[src/rtl/bcd_updown_counter_7seg.sv]
// Multi-digit BCD up/down counter with prescaler, parallel load, wrap pulse and 7-segment decode.
// Optional macro BLANK_LEADING_ZEROS_EN blanks zero digits above the highest nonzero digit.
module bcd_updown_counter_7seg #(
  parameter int NUM_DIGITS = 2,
  parameter int CLK_DIV    = 1
) (
  input  logic                    clk,
  input  logic                    reset,
  input  logic                    enable,
  input  logic                    up_down,
  input  logic                    load,
  input  logic [4*NUM_DIGITS-1:0] load_val,
  output logic [4*NUM_DIGITS-1:0] count_bcd,
  output logic [7*NUM_DIGITS-1:0] hex,
  output logic                    wrap
);

  localparam int            PW       = (CLK_DIV > 1) ? $clog2(CLK_DIV) : 1;
  localparam logic [PW-1:0] PRE_LAST = PW'(CLK_DIV - 1);

  logic [PW-1:0]           presc, presc_nxt;
  logic [4*NUM_DIGITS-1:0] count_nxt;
  logic                    wrap_nxt;
  logic                    step;

  function automatic logic [6:0] seg_decode(input logic [3:0] d);
    case (d)
      4'd0:    seg_decode = 7'b1000000;
      4'd1:    seg_decode = 7'b1111001;
      4'd2:    seg_decode = 7'b0100100;
      4'd3:    seg_decode = 7'b0110000;
      4'd4:    seg_decode = 7'b0011001;
      4'd5:    seg_decode = 7'b0010010;
      4'd6:    seg_decode = 7'b0000010;
      4'd7:    seg_decode = 7'b1111000;
      4'd8:    seg_decode = 7'b0000000;
      4'd9:    seg_decode = 7'b0010000;
      default: seg_decode = 7'b1000000;
    endcase
  endfunction

  function automatic logic [7*NUM_DIGITS-1:0] hex_of(input logic [4*NUM_DIGITS-1:0] c);
`ifdef BLANK_LEADING_ZEROS_EN
    logic lead;
    lead = 1'b1;
`endif
    hex_of = '0;
    for (int i = NUM_DIGITS - 1; i >= 0; i--) begin
`ifdef BLANK_LEADING_ZEROS_EN
      if (c[4*i +: 4] != 4'd0) lead = 1'b0;
      if (lead && (i != 0)) hex_of[7*i +: 7] = 7'b1111111;
      else                  hex_of[7*i +: 7] = seg_decode(c[4*i +: 4]);
`else
      hex_of[7*i +: 7] = seg_decode(c[4*i +: 4]);
`endif
    end
  endfunction

  // Illegal load digits (>9) collapse to 0 so the count stays valid BCD.
  function automatic logic [4*NUM_DIGITS-1:0] sanitize(input logic [4*NUM_DIGITS-1:0] v);
    sanitize = '0;
    for (int i = 0; i < NUM_DIGITS; i++)
      sanitize[4*i +: 4] = (v[4*i +: 4] > 4'd9) ? 4'd0 : v[4*i +: 4];
  endfunction

  // Ripple carry/borrow across digits; the MSB of the result is the wrap flag.
  function automatic logic [4*NUM_DIGITS:0] bump(input logic [4*NUM_DIGITS-1:0] c,
                                                  input logic up);
    logic [4*NUM_DIGITS-1:0] res;
    logic                    carry;
    logic [3:0]              d;
    res   = c;
    carry = 1'b1;
    for (int i = 0; i < NUM_DIGITS; i++) begin
      d = c[4*i +: 4];
      if (carry) begin
        if (up) begin
          if (d == 4'd9) res[4*i +: 4] = 4'd0;
          else begin
            res[4*i +: 4] = 4'(d + 4'd1);
            carry         = 1'b0;
          end
        end else begin
          if (d == 4'd0) res[4*i +: 4] = 4'd9;
          else begin
            res[4*i +: 4] = 4'(d - 4'd1);
            carry         = 1'b0;
          end
        end
      end
    end
    bump = {carry, res};
  endfunction

  always_comb begin
    step      = enable && (presc == PRE_LAST);
    presc_nxt = presc;
    count_nxt = count_bcd;
    wrap_nxt  = 1'b0;
    if (load) begin
      count_nxt = sanitize(load_val);
      presc_nxt = '0;
    end else if (enable) begin
      if (step) begin
        presc_nxt             = '0;
        {wrap_nxt, count_nxt} = bump(count_bcd, up_down);
      end else begin
        presc_nxt = presc + 1'b1;
      end
    end
  end

  // Output register: hex is decoded from the next count so it never lags count_bcd.
  always_ff @(posedge clk) begin
    if (reset) begin
      count_bcd <= '0;
      presc     <= '0;
      wrap      <= 1'b0;
      hex       <= hex_of('0);
    end else begin
      count_bcd <= count_nxt;
      presc     <= presc_nxt;
      wrap      <= wrap_nxt;
      hex       <= hex_of(count_nxt);
    end
  end

endmodule

[config.mk]
export PLATFORM = sky130hd
export DESIGN_NAME = bcd_updown_counter_7seg
export DESIGN_NICKNAME = d
export VERILOG_FILES = /design/src/rtl/bcd_updown_counter_7seg.sv
export SDC_FILE = /design/constraint.sdc
export NUM_CORES = 1
export LEC_CHECK = 0
export BUFFER_PORTS_ARGS = -buffer_cell sky130_fd_sc_hd__buf_2
export CORE_ASPECT_RATIO = 1.75
export CORE_UTILIZATION = 40
export CTS_CLUSTER_SIZE = 12
export DETAILED_ROUTE_END_ITERATION = 16
export HOLD_SLACK_MARGIN = 0.05
export PLACE_DENSITY = 0.65
export SLEW_MARGIN = 20
export SYNTH_ARGS = -nofsm -noshare
export SYNTH_HDL_FRONTEND = slang
export SYNTH_SLANG_ARGS = --single-unit
[constraint.sdc]
create_clock -name clk -period 3 [get_ports clk]
set_clock_uncertainty 0.05 [all_clocks]
set_input_delay 0 -clock clk [delete_from_list [all_inputs] [get_ports clk]]
set_output_delay 0 -clock clk [all_outputs]
set_load 0.01 [all_outputs]
Word level (Yosys, flattened, before mapping)
Memory sizes are Yosys's and may differ from the RTL's. A register that Yosys moved wholly into a read port is not among the register bits.
Index checks and enable logic that the tools add are counted.
- input bits: 13
- register bits: 10
- logic and storage cells: 45
- memory bits (read-only): 224
- output and inout bits: 23
- memories kept: 2
- memory list (memory ; words ; width ; rd ports ; clocked after memory_dff ; wr ports ; RTL line ; text):
    (name not given) ; 16 ; 7 ; 1 ; 1 ; 0 ; 27 ; case (d)
    (name not given) ; 16 ; 7 ; 1 ; 1 ; 0 ; 27 ;
- order comparisons: 2
- muxes and demuxes: 22
- reduce and logical (&&, ||, !) cells: 5
- bitwise operators: 4
- eq/ne operators: 2
- add/sub/neg operators: 5
- operator list (kind ; number):
    2-to-1 mux 4 bit ; 9
    2-to-1 mux 8 bit ; 3
    2-to-1 mux 1 bit ; 10
    adder 4 x 1 -> 4 bit (second input constant) ; 2
    equality test 4 bit (second input constant) ; 2
    greater-than comparator 4 bit (second input constant) ; 2
    logical NOT 4 bit ; 2
    subtractor 4 x 1 -> 4 bit (second input constant) ; 2
    OR reduction 5 bit ; 1
    NOT 1 bit ; 4
    OR reduction 2 bit ; 1
    adder 1 bit (second input constant) ; 1
    logical AND 1 bit ; 1

Depth between registers and ports, before layout
Gate-level depths: netlist of the first run.
- depth after elaboration: 10
- mapped depth: 10
- depth with buffers taken out: 8

Worst setup path before layout of the first run
Ideal clock, no wire load.
- path type: reg2reg
- start: reg count_bcd[1]
- end: reg hex[11]
- library setup time: 0.127 ns
- path buffers: 1
- period minus slack after synthesis: 2.401 ns
- arrival time: 2.224 ns
- setup slack: 0.599 ns
- stages on the path, launching flop included: 10
- data required time: 2.823 ns
- cells stage by stage: dfxtp_1 clkbuf_1 nor2_1 o211ai_4 xnor2_1 o21ai_0 inv_1 ha_1 and4_1 or3_1
- longest elaborated chain between the ends: 10
- elaborated cells between the ends (all ways): 12
- classes of those cells: 1 x eq/ne; 10 x mux; 1 x reduce/logical
- ends and longest elaborated chain (element ; RTL line ; text):
    start, declared ; 13 ; output logic [4*NUM_DIGITS-1:0] count_bcd,
    start signal, assigned ; 121 ; count_bcd <= count_nxt;
    equality test 4 bit or logical NOT 4 bit (tied branches) ; 78, 84 ;
    2-to-1 mux 1 bit, on equally long branches ; 78, 84 ;
    2-to-1 mux 1 bit * ; 77 ; if (up) begin
    2-to-1 mux 1 bit * ; 104 ; if (step) begin
    2-to-1 mux 1 bit * ; 103 ; end else if (enable) begin
    2-to-1 mux 1 bit * ; 100 ; if (load) begin
    2-to-1 mux 4 bit * ; 76 ; if (carry) begin
    2-to-1 mux 8 bit * ; 104 ;
    2-to-1 mux 8 bit * ; 103 ;
    2-to-1 mux 8 bit * ; 100 ;
    net count_nxt[4] ; 22 ; logic [4*NUM_DIGITS-1:0] count_nxt;
    end, declared ; 14 ; output logic [7*NUM_DIGITS-1:0] hex,
Mark *: on every way through the listed nets, which the timed path passes. The rest lies on a longest branch. The select of a mux whose other input is x is not followed.
A chain may end at the register's enable or synchronous reset.

Final worst setup path of the first run
- start: reg count_bcd[0]
- end: reg hex[11]
The elaborated chain is that of the path after synthesis.

==> results by group, run 1 <==
Floorplan
  • DIE AREA: approximately 4000 µm²
  • Placement row count: 29
  • Die Ht: about 83 µm
  • Die width: a little under 50 µm
  • Io pins: 36
  • Initial Utilization: 41.6%
  • CORE AREA: approximately 3600 µm²

Clock tree
  • Max Buffers Root-to-Sink: 2
  • H-tree depth: 1
  • Clk Tree Root Cell: clkbuf_8
  • Postcts setup bufs: 0
  • CTS tree: built
  • Clk Latency, worst-skew pair: 250 ps
  • Cts bufs inserted: 3
  • CTS Sinks: 24
  • Reg clk slew, reported paths: 80 ps

Cells and area
  • Final instance area: 1770 µm²
  • Area Growth Syn to Fin: 17.4%
  • Most frequent cells in the layout: 35 x buf_2, 24 x dfxtp_1, 18 x nor2_1, 13 x nand2_1
  • Fill cells: 391
  • Most common cell after layout, fill and taps aside: buf_2
  • Fin util: about half
  • Area of the multi-input gates: a little over 900 µm²
  • Nets: roughly 240
  • Layout cells sized above 1: 20.2%
  • Sequential cell area: 480 µm²
  • Diodes inserted: 0

Detailed routing
  • Top sig layer: met4
  • Total number of vias: 1403
  • M1 WL: 1.34 mm
  • DRC viols: 0
  • Vias per cell: 5.31
  • First drt pass iteration count: 4
  • Post-route ant nets: 0
  • WL met3: 71 µm
  • DRT iter0 DRCs: 12
  • WL/cell: 11.9 µm
  • Met2 WL post-DR: 1.66 mm
  • Final wirelength: 3.15 mm

Power and ir drop
  • Leakage dissipation: 0.799 nW
  • Pwr dens: 424 nW/µm²
  • Tot Pwr: 751 µW
  • VDD IR-drop max: ~0.32 mV

Synth
  • EDFF count, synth: 0
  • Post-synthesis xor/xnor area fraction: 2.90%
  • Synth top area cells: dfxtp_1 32%, ha_1 8.3%, nor2_1 4.5%
  • Simple logic cell fraction of the synthesized area: between 30% and 40%
  • Distinct cells, synth: 47
  • Post-synthesis adder-cell area fraction: 8.29%
  • Multiplexer share of the synthesized area: 1.99%
  • Ys async rst share: 0%
  • Post-synth top area cell: dfxtp_1
  • Ys flop type: dfxtp_1
  • Mean Syn Cell Area: 8.07 µm²
  • Mapped Nets: 210
  • Seq/Total Area, Yosys: a little under a third
  • Netlist Area Pre-Place: 1510 µm²
  • Syn Inst Count: 187
  • Compound-cell area share of the yosys netlist: 18.2%
  • Ys Warns: 0
  • Synth top area share: 31.8%
  • Combinational family with the most area after synthesis: simple AND/OR/NAND/NOR gates
  • Synth Register Bits: 24

Timing
  • Worst-Margin Slew: 514 ps
  • Worst setup margin: 510 ps
  • Final Hold Fails: 0
  • Fin. max-slew vios: 0
  • RSZ-0062 raised after global routing: no
  • Fmax: 402 MHz
  • Setup_tns: 0 ps
  • Relative slew slack: 65.6%
  • # setup viols final: 0
  • Final Cycle Share: 83.0%
  • Crit path time final: about 2500 ps

Critical path
  • Crit start category: register
  • Crit end category: register
  • Critical Path RT: 3090 ps
  • Critical path type: register to register
  • CP arrival: 2580 ps
  • CP max FO: 14

Global routing
  • Gr ovfl total: 0
  • Largest net degree at the start of global routing: 25
  • Initial antenna violation count: 0
  • Global-route wire length before repair: 5.49 mm
  • Vias in the first global route: approximately 1300
  • Gr usage total: 16.7%

Status
  • Status: completed

Place
  • Post-DP Area: 1700 µm²
  • Worst slack, placed: 513 ps
  • Placed wire-length estimate: 2.40 mm
  • Port Buf Inserts: 35
  • RD Place Congestion: ~0.86

Hold path
  • Worst min path class: input port to register

Flow run
  • Max-Cap Viols: 0
## cell type report
cell class | count | area share (%)
multi-input combinational | 141 | 52.8
timing repair buffer | 40 | 12.4
tap | 46 | 3.25
inverter | 10 | 2.12
sequential | 24 | 27.1
clock buffer | 3 | 2.33
## layer usage
layer,global-route usage (%),vias up
met5,0,-
li1,-,727
met3,2.20,8
met2,30.2,23
met1,18.0,645
met4,9.89,0
## critical path: stages, from the launching register on
cell	delay, ps
dfxtp_1	570
and3_1	270
o211ai_4	120
nand2b_1	180
o21ai_1	310
inv_1	170
ha_1	220
and4_1	140
or3_1	350
## stage by stage
step | hold slack, ps | instances
CTS | 167 | 264
floorplan | 26.7 | 187
global placement | 145 | 258
finish | 165 | 264
global route | 219 | 264
detailed placement | 148 | 258
## registers in the layout (all words and copies together), names as in the netlist
register   cells
hex           14
presc          1
count_bcd      8
wrap           1
## final timing paths
path | end | cells past startpoint | slack [ps] | startpoint
setup / recovery | hex[11] | 8 | 510 | count_bcd[0]
hold / removal | count_bcd[0] | 4 | 160 | load_val[0]
setup reg to reg | hex[11] | 8 | 510 | count_bcd[0]
hold reg to reg | wrap | 3 | 710 | count_bcd[7]
## what timing repair did
item,in CTS,in global routing
resized for setup,0,0
hold endpoints to repair,7,0
hold buffers,3,0
## cells by family after synthesis
kind of cell / after synthesis
simple gates: 85
mux: 3
buf+inv: 22
flops: 24
xor+xnor: 5
fa+ha+maj: 10
compound gates: 38
## Yosys cell counts, types with 2 or more instances
master / number
o211ai_1: 3
nor2_1: 18
nor2b_1: 4
ha_1: 10
xnor2_1: 4
nor4_1: 7
or3_1: 5
buf_1: 2
o31a_1: 2
clkbuf_1: 6
nor3_1: 6
and3_1: 3
and2b_1: 2
nand3b_1: 2
mux2i_1: 3
a31oi_1: 6
a21oi_1: 4
inv_1: 10
nand2_1: 13
buf_2: 3
o21ai_0: 10
a211oi_1: 3
nand3_1: 8
dfxtp_1: 24
nand2b_1: 5
o31ai_1: 2
and2_1: 2
## report_power, final
part	total, mW	switching (mW)	leakage (nW)	internal, mW
registers	0.367	0.0228	0.197	0.345
clock network	0.179	0.0894	0.0216	0.0894
logic	0.204	0.115	0.580	0.0892
Power figures use the tool's default switching activity.
==> inputs of run 2 (changes only) <==
--- a/config.mk
+++ b/config.mk
@@ -5,13 +5,14 @@
 export SDC_FILE = /design/constraint.sdc
 export NUM_CORES = 1
 export LEC_CHECK = 0
+export ABC_AREA = 1
 export BUFFER_PORTS_ARGS = -buffer_cell sky130_fd_sc_hd__buf_2
 export CORE_ASPECT_RATIO = 1.75
 export CORE_UTILIZATION = 40
 export CTS_CLUSTER_SIZE = 12
 export DETAILED_ROUTE_END_ITERATION = 16
 export HOLD_SLACK_MARGIN = 0.05
-export PLACE_DENSITY = 0.65
+export PLACE_DENSITY = 0.68
 export SLEW_MARGIN = 20
 export SYNTH_ARGS = -nofsm -noshare
 export SYNTH_HDL_FRONTEND = slang
==> constraint.sdc (replaced) <==
create_clock -name clk -period 2.2 [get_ports clk]
set_clock_uncertainty 0.05 [all_clocks]
set_input_delay 0 -clock clk [delete_from_list [all_inputs] [get_ports clk]]
set_output_delay 0 -clock clk [all_outputs]
set_load 0.01 [all_outputs]
==> run 2 against run 1 <==
Cell count increased by 19%; fmax grew 24%; sequential share of layout area shrank 0.57 points; synthesized area is essentially flat; sequential cell count unchanged; sequential power grew 33%; register-to-register slack worse by 320 ps; final area grew 2.7%; hold slack got worse by 110 ps; worst setup slack lost 320 ps; utilization up 1.3 points; routed wire length is 9.9% higher; critical path type unchanged; largest cell class unchanged; highest routed layer unchanged.
==> results by group, run 2 <==
Clock tree
  • Cts bufs inserted: 3
  • Reg clk slew, reported paths: 80 ps
  • CTS tree: built
  • H-tree depth: 1
  • Clk Tree Root Cell: clkbuf_8
  • Max Buffers Root-to-Sink: 2
  • CTS Sinks: 24
  • Clk Latency, worst-skew pair: roughly 270 ps

Critical path
  • CP delay by family, top: simple AND/OR/NAND/NOR gates
  • Critical Path RT: about 2300 ps
  • Worst path max stage delay: between 300 and 400 ps
  • CP arrival: between 2000 and 2500 ps
  • Crit start category: register
  • CP max FO: 8
  • Critical path type: register to register
  • Critical path's slowest cell: dfxtp_1
  • Crit end category: register
  • CP cell instances: inv_2, nand2_1, nor2_1, nor2_1, nor2_4, nand2_1, a21oi_4, inv_1, ha_1, nand2_1, nand3_1, nand2_1, inv_1
  • WP buf/inv: 3
  • Most frequent CP cell: nand2_1

Timing
  • Relative slew slack: between 70% and 80%
  • Fin. max-slew vios: 0
  • RSZ-0062 raised after global routing: no
  • Worst setup margin: around 190 ps
  • Fmax: about 500 MHz
  • # setup viols final: 0
  • Final Cycle Share: 91.3%
  • Worst-Margin Slew: 320 ps
  • Final Hold Fails: 0
  • Setup_tns: 0 ps
  • Crit path time final: between 2000 and 2500 ps

Cells and area
  • Diodes inserted: 0
  • Fill cells: 403
  • Area Growth Syn to Fin: 20.7%
  • Nets: just under 300
  • Layout cells sized above 1: about 25%
  • Biggest regs: hex: 14 flops, count_bcd: 8 flops
  • Most frequent cells in the layout: 67 x nand2_1, 35 x buf_2, 27 x inv_1, 22 x dfxtp_1, 20 x nor2_1
  • Largest register by flop count: hex
  • Most common cell after layout, fill and taps aside: nand2_1
  • Max reg flops: 14
  • Final instance area: 1820 µm²
  • Non-Filler Instances: 314

Detailed routing
  • Total number of vias: 1495
  • Post-route ant nets: 0
  • WL/cell: 11.0 µm
  • First drt pass iteration count: 4
  • DRC viols: 0
  • Final wirelength: 3.46 mm
  • Vias per cell: 4.76
  • DRT iter0 DRCs: 32

Floorplan
  • Initial Utilization: a little over 40%
  • CORE AREA: about 3600 µm²
  • Io pins: 36
  • Placement row count: 29
  • DIE AREA: approximately 4000 µm²
  • Die Ht: 83.2 µm
  • Die width: 48.4 µm

Synth
  • Post-synth top area cell: dfxtp_1
  • Synth Register Bits: 24
  • Distinct cells, synth: 25
  • Cell with the most instances after synthesis: nand2_1
  • Synth top area cells: dfxtp_1 32%, nand2_1 17%, ha_1 8.3%
  • EDFF count, synth: 0
  • Mapped Nets: 250
  • Mean Syn Cell Area: 6.64 µm²
  • Ys flop type: dfxtp_1
  • Netlist Area Pre-Place: between 1500 and 2000 µm²
  • Syn Inst Count: ~230
  • Seq/Total Area, Yosys: between 30% and 40%
  • Ys Warns: 0
  • Synth top area share: between 30% and 40%
  • Post-synth top cells: 67 x nand2_1, 27 x inv_1, 24 x dfxtp_1
  • Ys async rst share: 0%

Hold path
  • Worst min path class: input port to register

Power and ir drop
  • VDD IR-drop max: 0.292 mV
  • Pwr dens: 571 nW/µm²
  • Leakage dissipation: 0.974 nW
  • Tot Pwr: 1.04 mW

Place
  • Placed Instances: between 300 and 400
  • Placed wire-length estimate: 2.76 mm
  • RD Place Congestion: 0.910
  • Post-DP Area: 1730 µm²
  • Port Buf Inserts: 35
  • Worst slack, placed: roughly 110 ps

Flow run
  • Max-Cap Viols: 0

Global routing
  • Vias in the first global route: 1455
  • Initial antenna violation count: 0
  • Global-route wire length before repair: about 6.2 mm
  • Gr ovfl total: 0
  • Gr usage total: 18.9%
  • Largest net degree at the start of global routing: 14

Status
  • Status: completed
-- run 2: layout make-up --
class,instances,area (µm²),share of cell area (%)
clock buffers,3,41.3,2.27
inverters,32,123,6.74
multi-input cells,169,897,49.3
flip-flops and latches,24,483,26.5
well taps,46,57.6,3.16
repair buffers,40,218,12.0
-- run 2: worst paths after layout --
kind | from | endpoint | slack, ps | depth (start not counted)
setup / recovery | count_bcd[2] | hex[13] | 190 | 13
hold / removal | load_val[7] | count_bcd[7] | 50 | 3
setup reg to reg | count_bcd[2] | hex[13] | 190 | 13
hold reg to reg | presc | presc | 410 | 2
-- run 2: worst min-delay path: stages --
cell	delay [ps]
buf_2	110
nand3_1	120
a21oi_2	90
-- run 2: routing by layer --
metal / vias up / track usage [%] / share of wire (%)
met4: 0 / 8.56 / 2.3
met1: 662 / 21.2 / 41
li1: 800 / - / -
met3: 7 / 1.83 / 2.5
met2: 26 / 35.1 / 54
met5: - / 0 / 0
-- run 2: kinds of logic (layout without fill, tap and decap cells) --
kind of cell,after synthesis,after routing,synth area share (%)
simple gates,126,126,38.1
flops,24,24,31.9
compound gates,32,32,12.0
fa+ha+maj,10,10,8.30
xor+xnor,1,1,0.581
buf+inv,34,75,9.13
-- run 2: what timing repair did --
item                                    in CTS  in global routing
setup buffers                                0                  2
hold buffers                                 2                  0
resized for setup                            0                  4
endpoints found under the setup margin       0                  5
hold endpoints to repair                     6                  0
-- run 2: power breakdown --
group          switching (mW)  leakage (nW)  internal, mW
Clock                   0.134        0.0216         0.123
Combinational           0.186         0.754         0.109
Sequential             0.0206         0.198         0.467
-- run 2: stage by stage --
stage,utilization (%),hold WS (ps)
2_1_floorplan,-,22.4
3_3_place_gp,47.8,205
3_5_place_dp,47.8,206
4_1_cts,49.4,51.4
5_1_grt,50.1,76.5
6_report,50.1,54.3
==> inputs of run 3 (changes only) <==
--- a/config.mk
+++ b/config.mk
@@ -5,7 +5,6 @@
 export SDC_FILE = /design/constraint.sdc
 export NUM_CORES = 1
 export LEC_CHECK = 0
-export ABC_AREA = 1
 export BUFFER_PORTS_ARGS = -buffer_cell sky130_fd_sc_hd__buf_2
 export CORE_ASPECT_RATIO = 1.75
 export CORE_UTILIZATION = 40
==> run 3 against run 2 <==
Non-clock buffer count rose by 13; cell count is 11% lower; sequential share of layout area is 1.1 points lower; critical path depth shrank 6; largest cell class unchanged; critical endpoint is now hex[5]; routed wire length down 0.81%; utilization up 2.5 points; global-route usage down 1.0 points; highest routed layer unchanged; power rose by 6.5%; sequential cell count did not move; worst setup slack got worse by 93 ps; combinational power is 10% higher; die area hardly changed.
==> results by group, run 3 (synthesis gave the netlist of run 1 again) <==
Status
  • Status: completed

Flow run
  • Max-Cap Viols: 0

Cells and area
  • Fin util: 52.7%
  • Biggest regs: hex: 14 flops, count_bcd: 8 flops
  • Non-Filler Instances: 278
  • Fill cells: 356
  • Diodes inserted: 0
  • Final instance area: 1910 µm²
  • Most common cell after layout, fill and taps aside: buf_2
  • Nets: 256
  • Area of the multi-input gates: 960 µm²
  • Most frequent cells in the layout: 35 x buf_2, 20 x dfxtp_1, 17 x nor2_1, 16 x buf_4, 13 x nand2_1
  • Max reg flops: 14
  • Sequential cell area: 485 µm²
  • Largest register by flop count: hex
  • Area Growth Syn to Fin: 26.6%
  • Layout cells sized above 1: 30.6%

Clock tree
  • Max Buffers Root-to-Sink: 2
  • Reg clk slew, reported paths: 80 ps
  • Clk Latency, worst-skew pair: 260 ps
  • Cts bufs inserted: 3
  • CTS tree: built
  • Clk Tree Root Cell: clkbuf_8
  • CTS Sinks: 24
  • H-tree depth: 1

Detailed routing
  • DRT iter0 DRCs: 38
  • WL/cell: 12.4 µm
  • Total number of vias: 1444
  • Met2 WL post-DR: about 1.7 mm
  • DRC viols: 0
  • Vias per cell: 5.19
  • WL met3: 115 µm
  • First drt pass iteration count: 4
  • Final wirelength: approximately 3.4 mm
  • Top sig layer: met4
  • Post-route ant nets: 0
  • M1 WL: about 1.5 mm

Critical path
  • CP cell instances: buf_4, or3_1, or3_1, a211oi_2, a311o_2, nand2b_2, a211oi_1
  • Critical path type: register to register
  • Reg2reg setup slack: 100 ps
  • Crit end category: register
  • CP max FO: 11
  • CP arrival: ~2200 ps
  • Crit start category: register
  • Critical path's slowest cell: or3_1
  • Worst path max stage delay: roughly 410 ps
  • Start point of the critical path: count_bcd[0]
  • Worst R2R Start: count_bcd[0]
  • Most frequent CP cell: or3_1
  • Worst Reg-to-Reg Cells: 7
  • Critical Path RT: 2300 ps

Power and ir drop
  • VDD IR-drop max: 0.490 mV
  • Pwr dens: between 500 and 600 nW/µm²
  • Tot Pwr: 1.11 mW
  • Leakage dissipation: 0.875 nW

Timing
  • Setup_tns: 0 ps
  • # setup viols final: 0
  • Fin. max-slew vios: 0
  • Crit path time final: 2100 ps
  • Worst-Margin Slew: slightly above 500 ps
  • Fmax: 476 MHz
  • Final Cycle Share: 95.5%
  • RSZ-0062 raised after global routing: no
  • Final Hold Fails: 0
  • Relative slew slack: 65.7%

Global routing
  • Largest net degree at the start of global routing: 25
  • Vias in the first global route: 1401
  • Initial antenna violation count: 0
  • Global-route wire length before repair: 5.92 mm
  • Gr ovfl total: 0
  • Gr usage total: ~18%

Hold path
  • Worst min path class: input port to register
  • Hold wc startpoint: load
  • Hold path cells: 2

Floorplan
  • CORE AREA: 3630 µm²
  • Placement row count: 29
  • Die Ht: 83.3 µm
  • Die width: 48.4 µm
  • Io pins: 36
  • Initial Utilization: 41.6%
  • DIE AREA: 4030 µm²

Place
  • Post-DP Area: approximately 1800 µm²
  • Port Buf Inserts: 35
  • Placed wire-length estimate: 2.60 mm
  • Placed Instances: between 200 and 300
  • RD Place Congestion: 0.851
==> run 3: cell types whose count changed in the layout (fill, tap and decap cells not counted), sizes merged, moves of 6 or more <==
cell,previous run,this run
nor2,26,18
a31oi,0,6
inv,32,10
buf,38,51
a21oi,17,4
or3,0,6
nand2,72,13
nand3,20,8
nor4,0,7
==> run 3: layout make-up <==
type / count / area share (%)
multi-input combinational: 141 / 50.2
sequential: 24 / 25.4
timing repair buffer: 53 / 16.5
tap: 46 / 3.01
clock buffer: 4 / 2.88
inverter: 10 / 1.96
==> run 3: path summary, 6_finish.rpt <==
kind                            endpoint
worst max-delay path              hex[5]
worst min-delay path               presc
worst max register to register    hex[5]
worst min register to register     presc
==> run 3: timing repair <==
| item | CTS | global route |
|---|---|---|
| buffers inserted | 0 | 2 |
| setup endpoints to repair | 0 | 11 |
| hold buffers | 2 | 0 |
| gates resized for setup | 0 | 7 |
| hold endpoints to repair | 8 | 0 |
==> run 3: stage by stage <==
stage          setup slack [ps]  hold slack [ps]
6_report                   99.8              111
5_1_grt                    6.68              140
4_1_cts                    64.0              104
3_5_place_dp               91.6              149
3_3_place_gp               90.2              144
2_1_floorplan              1.94             26.7
==> run 3: report_power, final <==
group	internal, mW	switching [mW]	total [mW]
logic	0.147	0.180	0.327
registers	0.471	0.0218	0.493
clock network	0.159	0.128	0.288
total	0.777	0.330	1.11
==> run 3: worst max-delay path: cells and delay by family, from the launching register on <==
kind,cells,cell delay [ps]
flip-flops,1,340
buffers and inverters,1,170
AO/OA/AOI/OAI,3,490
AND/OR/NAND/NOR,3,940
==> run 3: per-layer routing <==
metal  track usage (%)  vias up
met5                 0        -
met4              8.82        0
met3              2.38        8
met2              31.6       29
met1              20.7      652
li1                  -      755
